==> config.mk <==
export PLATFORM = sky130hd
export DESIGN_NAME = matmul_engine
export DESIGN_NICKNAME = d
export VERILOG_FILES = /design/src/rtl/matmul_engine.sv
export SDC_FILE = /design/constraint.sdc
export NUM_CORES = 1
export LEC_CHECK = 0
export CAP_MARGIN = 20
export CELL_PAD_IN_SITES_DETAIL_PLACEMENT = 1
export CELL_PAD_IN_SITES_GLOBAL_PLACEMENT = 2
export CORE_MARGIN = 2
export CORE_UTILIZATION = 41
export CTS_CLUSTER_SIZE = 10
export DETAILED_ROUTE_END_ITERATION = 7
export PLACE_DENSITY_LB_ADDON = 0.1
export SLEW_MARGIN = 20
export SYNTH_ARGS = -nofsm -noshare
export SYNTH_HDL_FRONTEND = slang
export SYNTH_SLANG_ARGS = --single-unit
==> constraint.sdc <==
create_clock -name i_clk -period 5.2 [get_ports i_clk]
set_input_delay 0.78 -clock i_clk [delete_from_list [all_inputs] [get_ports i_clk]]
set_output_delay 0.78 -clock i_clk [all_outputs]
set_load 0.03 [all_outputs]
==> src/rtl/matmul_engine.sv <==
// rtl/matmul_engine.sv - N x N matrix-multiply engine built around one time-shared MAC
//
// Purpose:
//   Streams in W then X (row-major, N*N elements each), computes C = W * X
//   with a single multiply-accumulate unit (i outer, j middle, k inner, one
//   MAC per cycle), then streams C out row-major over a valid/ready port.
//   Sequenced by an IDLE -> LOAD -> COMPUTE -> UNLOAD -> IDLE state machine.
//
// Optional feature macro: MATMUL_ACC_EN
//   Defined   : start with i_acc=1 seeds every accumulator from the stored
//               C[i][j], giving C = C_prev + W * X (wraps modulo 2^OW).
//   Undefined : i_acc is ignored and every accumulator starts from zero.
//
// Ports:
//   i_clk        rising-edge clock
//   i_rst        synchronous active-high reset
//   i_start      one-cycle job request, sampled only in IDLE
//   i_acc        accumulate request, sampled with i_start (MATMUL_ACC_EN only)
//   i_in_valid   i_data_in is valid
//   o_in_ready   engine accepts i_data_in (high throughout LOAD)
//   i_data_in    DW-bit unsigned element stream (W then X)
//   o_out_valid  o_data_out is valid (high throughout UNLOAD)
//   i_out_ready  sink accepts o_data_out
//   o_data_out   OW-bit result element, zero outside UNLOAD
//   o_busy       high in every state but IDLE, and in the done cycle
//   o_done       one-cycle pulse after the final output handshake
module matmul_engine #(
  parameter int N  = 3,
  parameter int DW = 4,
  parameter int OW = 2*DW + $clog2(N)
) (
  input  logic          i_clk,
  input  logic          i_rst,
  input  logic          i_start,
  input  logic          i_acc,
  input  logic          i_in_valid,
  output logic          o_in_ready,
  input  logic [DW-1:0] i_data_in,
  output logic          o_out_valid,
  input  logic          i_out_ready,
  output logic [OW-1:0] o_data_out,
  output logic          o_busy,
  output logic          o_done
);

  localparam int NN = N * N;
  localparam int AW = $clog2(NN);
  localparam int LW = $clog2(2 * NN);
  localparam int IW = $clog2(N);

  localparam logic [LW-1:0] LD_LAST  = LW'(2 * NN - 1);
  localparam logic [LW-1:0] LD_W_END = LW'(NN);
  localparam logic [AW-1:0] OUT_LAST = AW'(NN - 1);
  localparam logic [IW-1:0] IDX_LAST = IW'(N - 1);

  typedef enum logic [1:0] {
    S_IDLE,
    S_LOAD,
    S_COMPUTE,
    S_UNLOAD
  } state_t;

  state_t r_state;
  state_t w_state_nxt;

  logic [DW-1:0] r_w [NN];
  logic [DW-1:0] r_x [NN];
  logic [OW-1:0] r_c [NN];

  logic [LW-1:0] r_ld_cnt;
  logic [IW-1:0] r_i;
  logic [IW-1:0] r_j;
  logic [IW-1:0] r_k;
  logic [AW-1:0] r_out_cnt;
  logic [OW-1:0] r_acc;
  logic          r_done;

  logic            w_load_hs;
  logic            w_out_hs;
  logic            w_load_last;
  logic            w_mac_last;
  logic            w_unload_last;
  logic [AW-1:0]   w_w_idx;
  logic [AW-1:0]   w_x_idx;
  logic [AW-1:0]   w_c_idx;
  logic [2*DW-1:0] w_prod;
  logic [OW-1:0]   w_seed;
  logic [OW-1:0]   w_sum;

`ifdef MATMUL_ACC_EN
  logic r_acc_mode;
`else
  logic w_unused_acc;
  assign w_unused_acc = i_acc;
`endif

  assign w_load_hs     = (r_state == S_LOAD) && i_in_valid;
  assign w_out_hs      = (r_state == S_UNLOAD) && i_out_ready;
  assign w_load_last   = (r_ld_cnt == LD_LAST);
  assign w_unload_last = (r_out_cnt == OUT_LAST);
  assign w_mac_last    = (r_state == S_COMPUTE) && (r_i == IDX_LAST) &&
                         (r_j == IDX_LAST) && (r_k == IDX_LAST);

  // Flat row-major addresses of W[i][k], X[k][j] and C[i][j].
  assign w_w_idx = AW'(int'(r_i) * N + int'(r_k));
  assign w_x_idx = AW'(int'(r_k) * N + int'(r_j));
  assign w_c_idx = AW'(int'(r_i) * N + int'(r_j));

  assign w_prod = (2*DW)'(r_w[w_w_idx]) * (2*DW)'(r_x[w_x_idx]);

`ifdef MATMUL_ACC_EN
  assign w_seed = r_acc_mode ? r_c[w_c_idx] : '0;
`else
  assign w_seed = '0;
`endif

  // k == 0 starts a new dot product from the seed instead of the running sum.
  assign w_sum = ((r_k == '0) ? w_seed : r_acc) + OW'(w_prod);

  always_ff @(posedge i_clk) begin
    if (i_rst) begin
      r_state <= S_IDLE;
    end else begin
      r_state <= w_state_nxt;
    end
  end

  always_comb begin
    w_state_nxt = r_state;
    o_in_ready  = 1'b0;
    o_out_valid = 1'b0;
    o_data_out  = '0;
    o_busy      = r_done;
    o_done      = r_done;
    case (r_state)
      S_IDLE: begin
        if (i_start) begin
          w_state_nxt = S_LOAD;
        end
      end
      S_LOAD: begin
        o_in_ready = 1'b1;
        o_busy     = 1'b1;
        if (w_load_hs && w_load_last) begin
          w_state_nxt = S_COMPUTE;
        end
      end
      S_COMPUTE: begin
        o_busy = 1'b1;
        if (w_mac_last) begin
          w_state_nxt = S_UNLOAD;
        end
      end
      S_UNLOAD: begin
        o_busy      = 1'b1;
        o_out_valid = 1'b1;
        o_data_out  = r_c[r_out_cnt];
        if (w_out_hs && w_unload_last) begin
          w_state_nxt = S_IDLE;
        end
      end
      default: begin
        w_state_nxt = S_IDLE;
      end
    endcase
  end

  // Counters and sequencing registers.
  always_ff @(posedge i_clk) begin
    if (i_rst) begin
      r_ld_cnt  <= '0;
      r_i       <= '0;
      r_j       <= '0;
      r_k       <= '0;
      r_out_cnt <= '0;
      r_acc     <= '0;
      r_done    <= 1'b0;
`ifdef MATMUL_ACC_EN
      r_acc_mode <= 1'b0;
`endif
    end else begin
      r_done <= 1'b0;

`ifdef MATMUL_ACC_EN
      if ((r_state == S_IDLE) && i_start) begin
        r_acc_mode <= i_acc;
      end
`endif

      if (w_load_hs) begin
        r_ld_cnt <= w_load_last ? '0 : r_ld_cnt + LW'(1);
      end

      if (r_state == S_COMPUTE) begin
        r_acc <= w_sum;
        if (r_k == IDX_LAST) begin
          r_k <= '0;
          if (r_j == IDX_LAST) begin
            r_j <= '0;
            r_i <= (r_i == IDX_LAST) ? '0 : r_i + IW'(1);
          end else begin
            r_j <= r_j + IW'(1);
          end
        end else begin
          r_k <= r_k + IW'(1);
        end
      end

      if (w_out_hs) begin
        r_out_cnt <= w_unload_last ? '0 : r_out_cnt + AW'(1);
        if (w_unload_last) begin
          r_done <= 1'b1;
        end
      end
    end
  end

  // Matrix storage carries no reset: every job reloads W and X, and C is
  // fully rewritten before UNLOAD can present it.
  always_ff @(posedge i_clk) begin
    if (!i_rst) begin
      if (w_load_hs) begin
        if (r_ld_cnt < LD_W_END) begin
          r_w[AW'(r_ld_cnt)] <= i_data_in;
        end else begin
          r_x[AW'(r_ld_cnt - LD_W_END)] <= i_data_in;
        end
      end
      if ((r_state == S_COMPUTE) && (r_k == IDX_LAST)) begin
        r_c[w_c_idx] <= w_sum;
      end
    end
  end

endmodule

==> results of run 1 <==
==> layout make-up <==
cell class,instances,area share [%]
tap,280,3.203
timing repair buffer,89,7.275
clock inverter,14,1.533
multi-input combinational,362,32.33
inverter,39,1.338
clock buffer,18,3.924
sequential,194,50.40
==> layer usage <==
metal | wire length (µm) | vias up | global-route usage [%]
met2 | 10720 | 45 | 32.82
met4 | 289 | 0 | 5.518
met5 | 0 | - | 0
li1 | - | 2453 | -
met3 | 342 | 21 | 2.816
met1 | 8240 | 2628 | 20.40
==> cell usage after synthesis (2+ instances only) <==
| cell type | number |
|---|---|
| sky130_fd_sc_hd__nor3b_1 | 2 |
| sky130_fd_sc_hd__a211oi_1 | 3 |
| sky130_fd_sc_hd__dfxtp_1 | 32 |
| sky130_fd_sc_hd__o21ai_0 | 22 |
| sky130_fd_sc_hd__nand3b_1 | 5 |
| sky130_fd_sc_hd__nand2b_1 | 8 |
| sky130_fd_sc_hd__clkbuf_1 | 12 |
| sky130_fd_sc_hd__nand2_1 | 21 |
| sky130_fd_sc_hd__inv_1 | 39 |
| sky130_fd_sc_hd__o22ai_1 | 2 |
| sky130_fd_sc_hd__and2_1 | 17 |
| sky130_fd_sc_hd__xor2_1 | 5 |
| sky130_fd_sc_hd__buf_2 | 8 |
| sky130_fd_sc_hd__a21oi_1 | 17 |
| sky130_fd_sc_hd__or3_1 | 2 |
| sky130_fd_sc_hd__o21a_1 | 5 |
| sky130_fd_sc_hd__nand4_1 | 3 |
| sky130_fd_sc_hd__mux2i_1 | 30 |
| sky130_fd_sc_hd__nor4_1 | 3 |
| sky130_fd_sc_hd__or4_1 | 2 |
| sky130_fd_sc_hd__a21o_1 | 3 |
| sky130_fd_sc_hd__o311ai_0 | 2 |
| sky130_fd_sc_hd__nor3_1 | 12 |
| sky130_fd_sc_hd__fa_1 | 13 |
| sky130_fd_sc_hd__a22oi_1 | 2 |
| sky130_fd_sc_hd__nor2b_1 | 10 |
| sky130_fd_sc_hd__edfxtp_1 | 162 |
| sky130_fd_sc_hd__ha_1 | 44 |
| sky130_fd_sc_hd__or2_2 | 6 |
| sky130_fd_sc_hd__buf_1 | 3 |
| sky130_fd_sc_hd__nand3_1 | 7 |
| sky130_fd_sc_hd__nor2_1 | 54 |
| sky130_fd_sc_hd__mux4_2 | 36 |
| sky130_fd_sc_hd__xnor2_1 | 10 |
==> cell usage in the layout, fill, tap and decap left out, types with 17 or more instances in the layout <==
cell and instances:
sky130_fd_sc_hd__mux4_2 36, sky130_fd_sc_hd__dfxtp_1 26, sky130_fd_sc_hd__nor2_1 50, sky130_fd_sc_hd__and2_1 17
sky130_fd_sc_hd__ha_1 40, sky130_fd_sc_hd__inv_1 32, sky130_fd_sc_hd__clkdlybuf4s50_1 22, sky130_fd_sc_hd__edfxtp_1 162
sky130_fd_sc_hd__clkbuf_16 17, sky130_fd_sc_hd__buf_4 57, sky130_fd_sc_hd__mux2i_1 30, sky130_fd_sc_hd__nand2_1 21
==> flip-flops by register name, summed over array words and instances, names as in the netlist, named ones only <==
register / count
r_j: 2
r_state: 2
r_k: 2
r_c: 90
r_w: 36
o_done: 1
r_x: 36
r_ld_cnt: 5
r_acc: 10
r_out_cnt: 4
r_i: 2
==> cell families (layout without fill, tap and decap cells) <==
family / count (synthesis) / count (layout)
compound gates: 64 / 64
xor+xnor: 16 / 18
fa+ha+maj: 57 / 57
buf+inv: 63 / 160
flops: 194 / 194
mux: 66 / 66
simple gates: 157 / 157
==> per-stage QoR <==
stage	TNS (ns)	instances	hold slack [ns]	utilization, %	setup slack, ns
after floorplan	0	617	0.4520	-	0.003680
after global placement	-12.58	951	0.4692	46.33	-0.3688
after detailed placement	-21.95	952	0.4755	46.37	-0.5166
after CTS	-3.937	990	0.4913	49.67	-0.2274
after global routing	-15.07	996	0.5109	50.43	-0.4483
final	-3.173	996	0.4872	50.43	-0.1585
==> timing repair <==
item / 4_1_cts / 5_1_grt
gates cloned: 1 / 1
endpoints found under the hold margin: 0 / 0
buffers inserted: 6 / 6
gates resized for setup: 17 / 16
pin swaps: 13 / 10
endpoints found under the setup margin: 70 / 70
==> path summary, 6_finish.rpt <==
check	cells past startpoint	to
setup / recovery	24	r_c[0][7]$_DFFE_PP_
hold / removal	2	r_acc[0]$_SDFFE_PP0P_
setup reg to reg	24	r_c[0][7]$_DFFE_PP_
hold reg to reg	2	r_acc[0]$_SDFFE_PP0P_
==> critical path: stages, from the launching register on <==
cell,delay (ns)
sky130_fd_sc_hd__dfxtp_2,0.34
sky130_fd_sc_hd__inv_2,0.05
sky130_fd_sc_hd__fa_1,0.54
sky130_fd_sc_hd__inv_1,0.05
sky130_fd_sc_hd__ha_2,0.17
sky130_fd_sc_hd__inv_1,0.06
sky130_fd_sc_hd__fa_1,0.42
sky130_fd_sc_hd__buf_6,0.15
sky130_fd_sc_hd__mux2i_1,0.11
sky130_fd_sc_hd__nand2_1,0.08
sky130_fd_sc_hd__o21ai_2,0.08
sky130_fd_sc_hd__or2_2,0.33
sky130_fd_sc_hd__fa_1,0.52
sky130_fd_sc_hd__inv_1,0.04
sky130_fd_sc_hd__ha_1,0.26
sky130_fd_sc_hd__inv_1,0.05
sky130_fd_sc_hd__fa_1,0.52
sky130_fd_sc_hd__inv_1,0.04
sky130_fd_sc_hd__ha_1,0.29
sky130_fd_sc_hd__buf_4,0.15
sky130_fd_sc_hd__o21a_1,0.16
sky130_fd_sc_hd__o31a_1,0.14
sky130_fd_sc_hd__o21ai_2,0.16
sky130_fd_sc_hd__nor2b_4,0.26
sky130_fd_sc_hd__xnor2_2,0.12
==> power by group <==
| group | internal (W) | switching (W) | leakage, nW |
|---|---|---|---|
| combinational | 0.000733 | 0.000847 | 1.89 |
| clock | 0.000688 | 0.000646 | 0.288 |
| sequential | 0.00193 | 0.0000304 | 1.72 |
| total | 0.00335 | 0.00152 | 3.90 |
==> reports/results.tsv, run 1 <==
stage	metric	value	unit
critical_path	Arr. time, crit path	5.53	ns
synth	dominant combinational cell family by area after synthesis	multiplexers	
sta	setup skew after layout	0.01391	ns
sta	slew at the pin closest to its max-slew limit	1.044	ns
cts	clock-pin slew on the worst setup and hold paths	0.08	ns
critical_path	CP Capture Type	flip-flop	
final_layout	number of diodes added for antenna fixing	0	
drt	number of design-rule violations left by the first detailed-router iteration	127	
synth	Async SR Flop Fraction	0	%
synth	number of distinct library cells after synthesis	49	
critical_path	CP startpoint kind	flip-flop	
synth	most instantiated flip-flop cell in the synthesis netlist	sky130_fd_sc_hd__edfxtp_1	
synth	Cells after Synth	617	
floorplan	width of the chip	152.3	µm
cts	CTS H-tree depth	4	
global_routing	combined global-route utilization of all metal layers	17.48	%
min_path	hold path startpoint	r_acc[0]$_SDFFE_PP0P_	
sta	Slew Viols, Final	0	
synth	Warnings, synthesis	0	
sta	post-route minimum period	5.359	ns
cts	insertion delay to the later sink of the worst-skew pair	0.45	ns
cts	master cell of the clock root buffer	sky130_fd_sc_hd__clkbuf_16	
floorplan	effective utilization at floorplan	41.59	%
status	outcome	finished, violations left	
global_routing	initial antenna violation count	0	
synth	post-synthesis sequential area ratio	61.03	%
final_layout	area taken by multi-input logic gates	3536	µm²
job	max-cap violation count	0	
min_path	min-delay worst type	flip-flop to flip-flop	
cts	CTS sink cnt	194	
final_layout	Layout Area Growth over Synthesis	21.25	%
sta	Worst Setup Slack, final	-0.1585	ns
drt	Post-DRT Antenna Nets	0	
critical_path	highest fanout seen on the critical path	4	
synth	Netlist Area Pre-Place	9021	µm²
floorplan	Std-Cell Core Area	21690	µm²
sta	remaining max-slew budget at the tightest pin	30.30	%
sta	setup repair after global routing missed its margin	true	
critical_path	critical path data required time	5.37	ns
synth	share of synthesized cell area in and, or, nand and nor gates	8.807	%
floorplan	io pins	24	
status	violations in the final reports	negative setup slack	
drt	mean number of vias per cell	5.168	
critical_path	source of the critical timing path	r_k[0]$_SDFFE_PP0P_	
placed_design	count of buffers from port buffering	22	
global_routing	final global-route overflow total	0	
synth	synthesized flop and latch total	194	
critical_path	worst-case register-to-register setup slack	-0.16	ns
placed_design	final weighted congestion of routability-driven global placement	0.7558	
synth	portion of synthesized cell area occupied by the leading cell type	53.93	%
power	Leakage Power	3.898	nW
drt	routed length per instance	19.67	µm
power	maximum vdd drop	0.0002727	V
sta	Setup-failing EPs final	29	
critical_path	RR Startpoint	r_k[0]$_SDFFE_PP0P_	
power	Total Power	0.004871	W
synth	Avg Cell Area, Syn	14.62	µm²
synth	leading area contributor after synthesis	sky130_fd_sc_hd__edfxtp_1	
final_layout	Filler Cells Inserted	2147	
global_routing	number of global-route vias before repair	5650	
drt	number of vias in the routed layout	5147	
sta	Hold Vio Cnt, Final	0	
final_layout	register area	5513	µm²
critical_path	type of the worst setup path	flip-flop to flip-flop	
cts	TritonCTS clock tree	built	
synth	Synth Net Count	684	
drt	DRC	0	
drt	DRT Pass-1 Iters	4	
global_routing	wire length of the first global-routing pass	30.94	mm
final_layout	count of nets after finishing	770	
sta	achievable frequency	0.1866	GHz
cts	number of buffers on the longest clock path	2	
cts	Num CTS Buffers	17	
floorplan	die outline area	23210	µm²
synth	area fraction in compound gates after synthesis	4.452	%
cts	hold-fix buffers at CTS	0	
placed_design	detailed-placement wirelength estimate	13.45	mm
sta	post-route fraction of the period consumed by the critical path	103.0	%
synth	adder-cell share of the synthesized area	8.988	%
synth	main area contributors after synthesis	sky130_fd_sc_hd__edfxtp_1, sky130_fd_sc_hd__mux4_2, sky130_fd_sc_hd__dfxtp_1, sky130_fd_sc_hd__ha_1, sky130_fd_sc_hd__mux2i_1	
synth	share of synthesized area spent on multiplexers	12.32	%
final_layout	Design Area, Final	10940	µm²
final_layout	share of final-layout standard cells stronger than drive strength 1	26.12	%
synth	number of synthesized flops with an enable pin	162	
power	total power divided by cell area	445.3	nW/µm²
floorplan	Row Count	54	
drt	overall routed net length	19.59	mm
global_routing	pin count of the biggest net entering global routing	38	
synth	parity-gate share of the synthesized area counting xor and xnor cells	1.637	%
floorplan	die outline height	152.3	µm
placed_design	placed instance area	10060	µm²
Note: power is estimated with default switching activity, not from simulation.
==> run 2: changes to the inputs <==
--- a/config.mk
+++ b/config.mk
@@ -9,7 +9,7 @@
 export CELL_PAD_IN_SITES_DETAIL_PLACEMENT = 1
 export CELL_PAD_IN_SITES_GLOBAL_PLACEMENT = 2
 export CORE_MARGIN = 2
-export CORE_UTILIZATION = 41
+export CORE_UTILIZATION = 40
 export CTS_CLUSTER_SIZE = 10
 export DETAILED_ROUTE_END_ITERATION = 7
 export PLACE_DENSITY_LB_ADDON = 0.1
==> reports/results.tsv, run 2 (synthesized netlist as in run 1, its figures left out) <==
stage	metric	value	unit	change
status	outcome	finished, violations left		
status	violations in the final reports	negative setup slack		
final_layout	Layout Area Growth over Synthesis	22.22	%	
sta	remaining max-slew budget at the tightest pin	27.90	%	-2.4 points
final_layout	count of nets after finishing	776		+0.78%
floorplan	Row Count	54		unchanged
sta	post-route minimum period	5.285	ns	-0.07328 ns
global_routing	final global-route overflow total	0		unchanged
drt	mean number of vias per cell	5.183		+0.29%
cts	Num CTS Buffers	17		unchanged
power	maximum vdd drop	0.0002860	V	+4.9%
final_layout	most used cells in the layout excluding fill and tap cells	sky130_fd_sc_hd__edfxtp_1, sky130_fd_sc_hd__buf_4, sky130_fd_sc_hd__nor2_1		
placed_design	detailed-placement wirelength estimate	13.57	mm	+0.83%
global_routing	pin count of the biggest net entering global routing	22		-42%
sta	accumulated negative setup slack	-2.002	ns	+1.170 ns
drt	DRT Pass-1 Iters	4		unchanged
final_layout	share of final-layout standard cells stronger than drive strength 1	27.98	%	+1.9 points
final_layout	Filler Cells Inserted	2129		-0.84%
cts	hold-fix buffers at CTS	0		unchanged
floorplan	effective utilization at floorplan	41.08	%	-0.51 points
cts	TritonCTS clock tree	built		
drt	routed length per instance	19.74	µm	+0.38%
sta	Slew Viols, Final	0		unchanged
job	max-cap violation count	0		unchanged
critical_path	critical path data required time	5.35	ns	-0.02 ns
min_path	min-delay worst type	flip-flop to flip-flop		
final_layout	most common cell after layout, fill and taps aside	sky130_fd_sc_hd__edfxtp_1		
sta	achievable frequency	0.1892	GHz	+1.4%
cts	number of buffers on the longest clock path	2		unchanged
cts	CTS sink cnt	194		unchanged
critical_path	highest fanout seen on the critical path	7		+3
sta	worst hold slack	0.4912	ns	+0.004001 ns
critical_path	CP Capture Type	flip-flop		
placed_design	count of buffers from port buffering	22		unchanged
final_layout	number of diodes added for antenna fixing	0		unchanged
power	total power divided by cell area	451.6	nW/µm²	+1.4%
final_layout	Design Area, Final	11030	µm²	+0.80%
sta	post-route fraction of the period consumed by the critical path	101.6	%	-1.4 points
global_routing	combined global-route utilization of all metal layers	17.88	%	+0.40 points
drt	number of vias in the routed layout	5193		+0.89%
drt	DRC	0		unchanged
final_layout	register area	5513	µm²	unchanged
placed_design	worst slack after detailed placement	-0.4655	ns	+0.05108 ns
sta	Setup-failing EPs final	28		-3.4%
critical_path	Arr. time, crit path	5.44	ns	-0.09 ns
sta	slew at the pin closest to its max-slew limit	1.078	ns	+0.03353 ns
cts	CTS H-tree depth	4		unchanged
floorplan	die outline height	154.2	µm	+1.2%
drt	Post-DRT Antenna Nets	0		unchanged
global_routing	wire length of the first global-routing pass	32.24	mm	+4.2%
cts	insertion delay to the later sink of the worst-skew pair	0.44	ns	about the same
critical_path	CP startpoint kind	flip-flop		
floorplan	io pins	24		unchanged
final_layout	register with the most flip-flops	r_c		
global_routing	number of global-route vias before repair	5876		+4.0%
sta	setup skew after layout	0.01372	ns	-0.0001970 ns
placed_design	final weighted congestion of routability-driven global placement	0.7507		-0.67%
sta	setup repair after global routing missed its margin	true		
sta	Hold Vio Cnt, Final	0		unchanged
drt	overall routed net length	19.78	mm	+0.99%
global_routing	initial antenna violation count	0		unchanged
sta	Worst Setup Slack, final	-0.08525	ns	+0.07328 ns
final_layout	largest registers ranked by flip-flop count	r_c x90, r_w x36, r_x x36		
floorplan	die outline area	23770	µm²	+2.4%
floorplan	Std-Cell Core Area	21960	µm²	+1.2%
cts	clock-pin slew on the worst setup and hold paths	0.08	ns	about the same
final_layout	flip-flop count of the largest register after layout	90		unchanged
floorplan	width of the chip	154.2	µm	+1.2%
placed_design	placed instance area	10050	µm²	about the same
final_layout	area taken by multi-input logic gates	3553	µm²	+0.50%
critical_path	type of the worst setup path	flip-flop to flip-flop		
drt	number of design-rule violations left by the first detailed-router iteration	184		+45%
power	Leakage Power	3.921	nW	+0.58%
power	Total Power	0.004979	W	+2.2%
cts	master cell of the clock root buffer	sky130_fd_sc_hd__clkbuf_16		
## run 2: worst max-delay path: stages, from the launching register on
cell	delay, ns
sky130_fd_sc_hd__dfxtp_2	0.34
sky130_fd_sc_hd__inv_2	0.05
sky130_fd_sc_hd__ha_4	0.26
sky130_fd_sc_hd__inv_2	0.04
sky130_fd_sc_hd__fa_1	0.56
sky130_fd_sc_hd__buf_12	0.14
sky130_fd_sc_hd__mux4_2	0.50
sky130_fd_sc_hd__mux2i_2	0.18
sky130_fd_sc_hd__nand2_1	0.10
sky130_fd_sc_hd__o21ai_2	0.08
sky130_fd_sc_hd__or2_1	0.14
sky130_fd_sc_hd__fa_1	0.43
sky130_fd_sc_hd__fa_2	0.55
sky130_fd_sc_hd__fa_1	0.43
sky130_fd_sc_hd__inv_2	0.08
sky130_fd_sc_hd__ha_4	0.20
sky130_fd_sc_hd__nor2b_4	0.12
sky130_fd_sc_hd__o31a_1	0.29
sky130_fd_sc_hd__buf_4	0.16
sky130_fd_sc_hd__o22ai_4	0.11
sky130_fd_sc_hd__buf_12	0.15
sky130_fd_sc_hd__xnor2_4	0.09
## run 2: cell type report
type / instances / area share [%]
clock inverters: 15 / 1.702
clock buffers: 17 / 3.858
flip-flops and latches: 194 / 50.00
repair buffers: 95 / 7.705
well taps: 280 / 3.177
inverters: 39 / 1.328
multi-input cells: 362 / 32.23
## run 2: repair_timing
| item | 4_1_cts | 5_1_grt |
|---|---|---|
| buffers inserted | 10 | 8 |
| pin swaps | 15 | 12 |
| gates resized for setup | 18 | 24 |
| cloned | 2 | 0 |
| hold endpoints to repair | 0 | 0 |
| setup endpoints to repair | 58 | 60 |
## run 2: worst paths after layout
path         slack, ns             startpoint                    end  cells after the start
max              -0.09    r_i[1]$_SDFFE_PP0P_    r_c[0][9]$_DFFE_PP_                     21
min               0.49  r_acc[0]$_SDFFE_PP0P_  r_acc[0]$_SDFFE_PP0P_                      2
min reg2reg       0.49  r_acc[0]$_SDFFE_PP0P_  r_acc[0]$_SDFFE_PP0P_                      2
max reg2reg      -0.09    r_i[1]$_SDFFE_PP0P_    r_c[0][9]$_DFFE_PP_                     21
## run 2: metrics by stage
stage,instances,utilization [%]
global placement,950,45.73
finish,1002,50.21
detailed placement,950,45.75
global route,1002,50.21
CTS,994,49.37
floorplan,617,-
## run 2: power by group
group | switching (W) | total (W) | leakage [nW] | internal [W]
registers | 0.0000291 | 0.00195 | 1.72 | 0.00193
clock network | 0.000682 | 0.00134 | 0.292 | 0.000656
logic | 0.000880 | 0.00169 | 1.90 | 0.000807
total | 0.00159 | 0.00498 | 3.92 | 0.00339
## run 2: per-layer routing
layer  track usage, %  share of wire (%)  routed length (µm)
met5                0                  0                   0
met4            6.320                2.0                 394
met3            2.886                2.2                 439
met2            32.91                 54               10640
met1            21.20                 42                8304
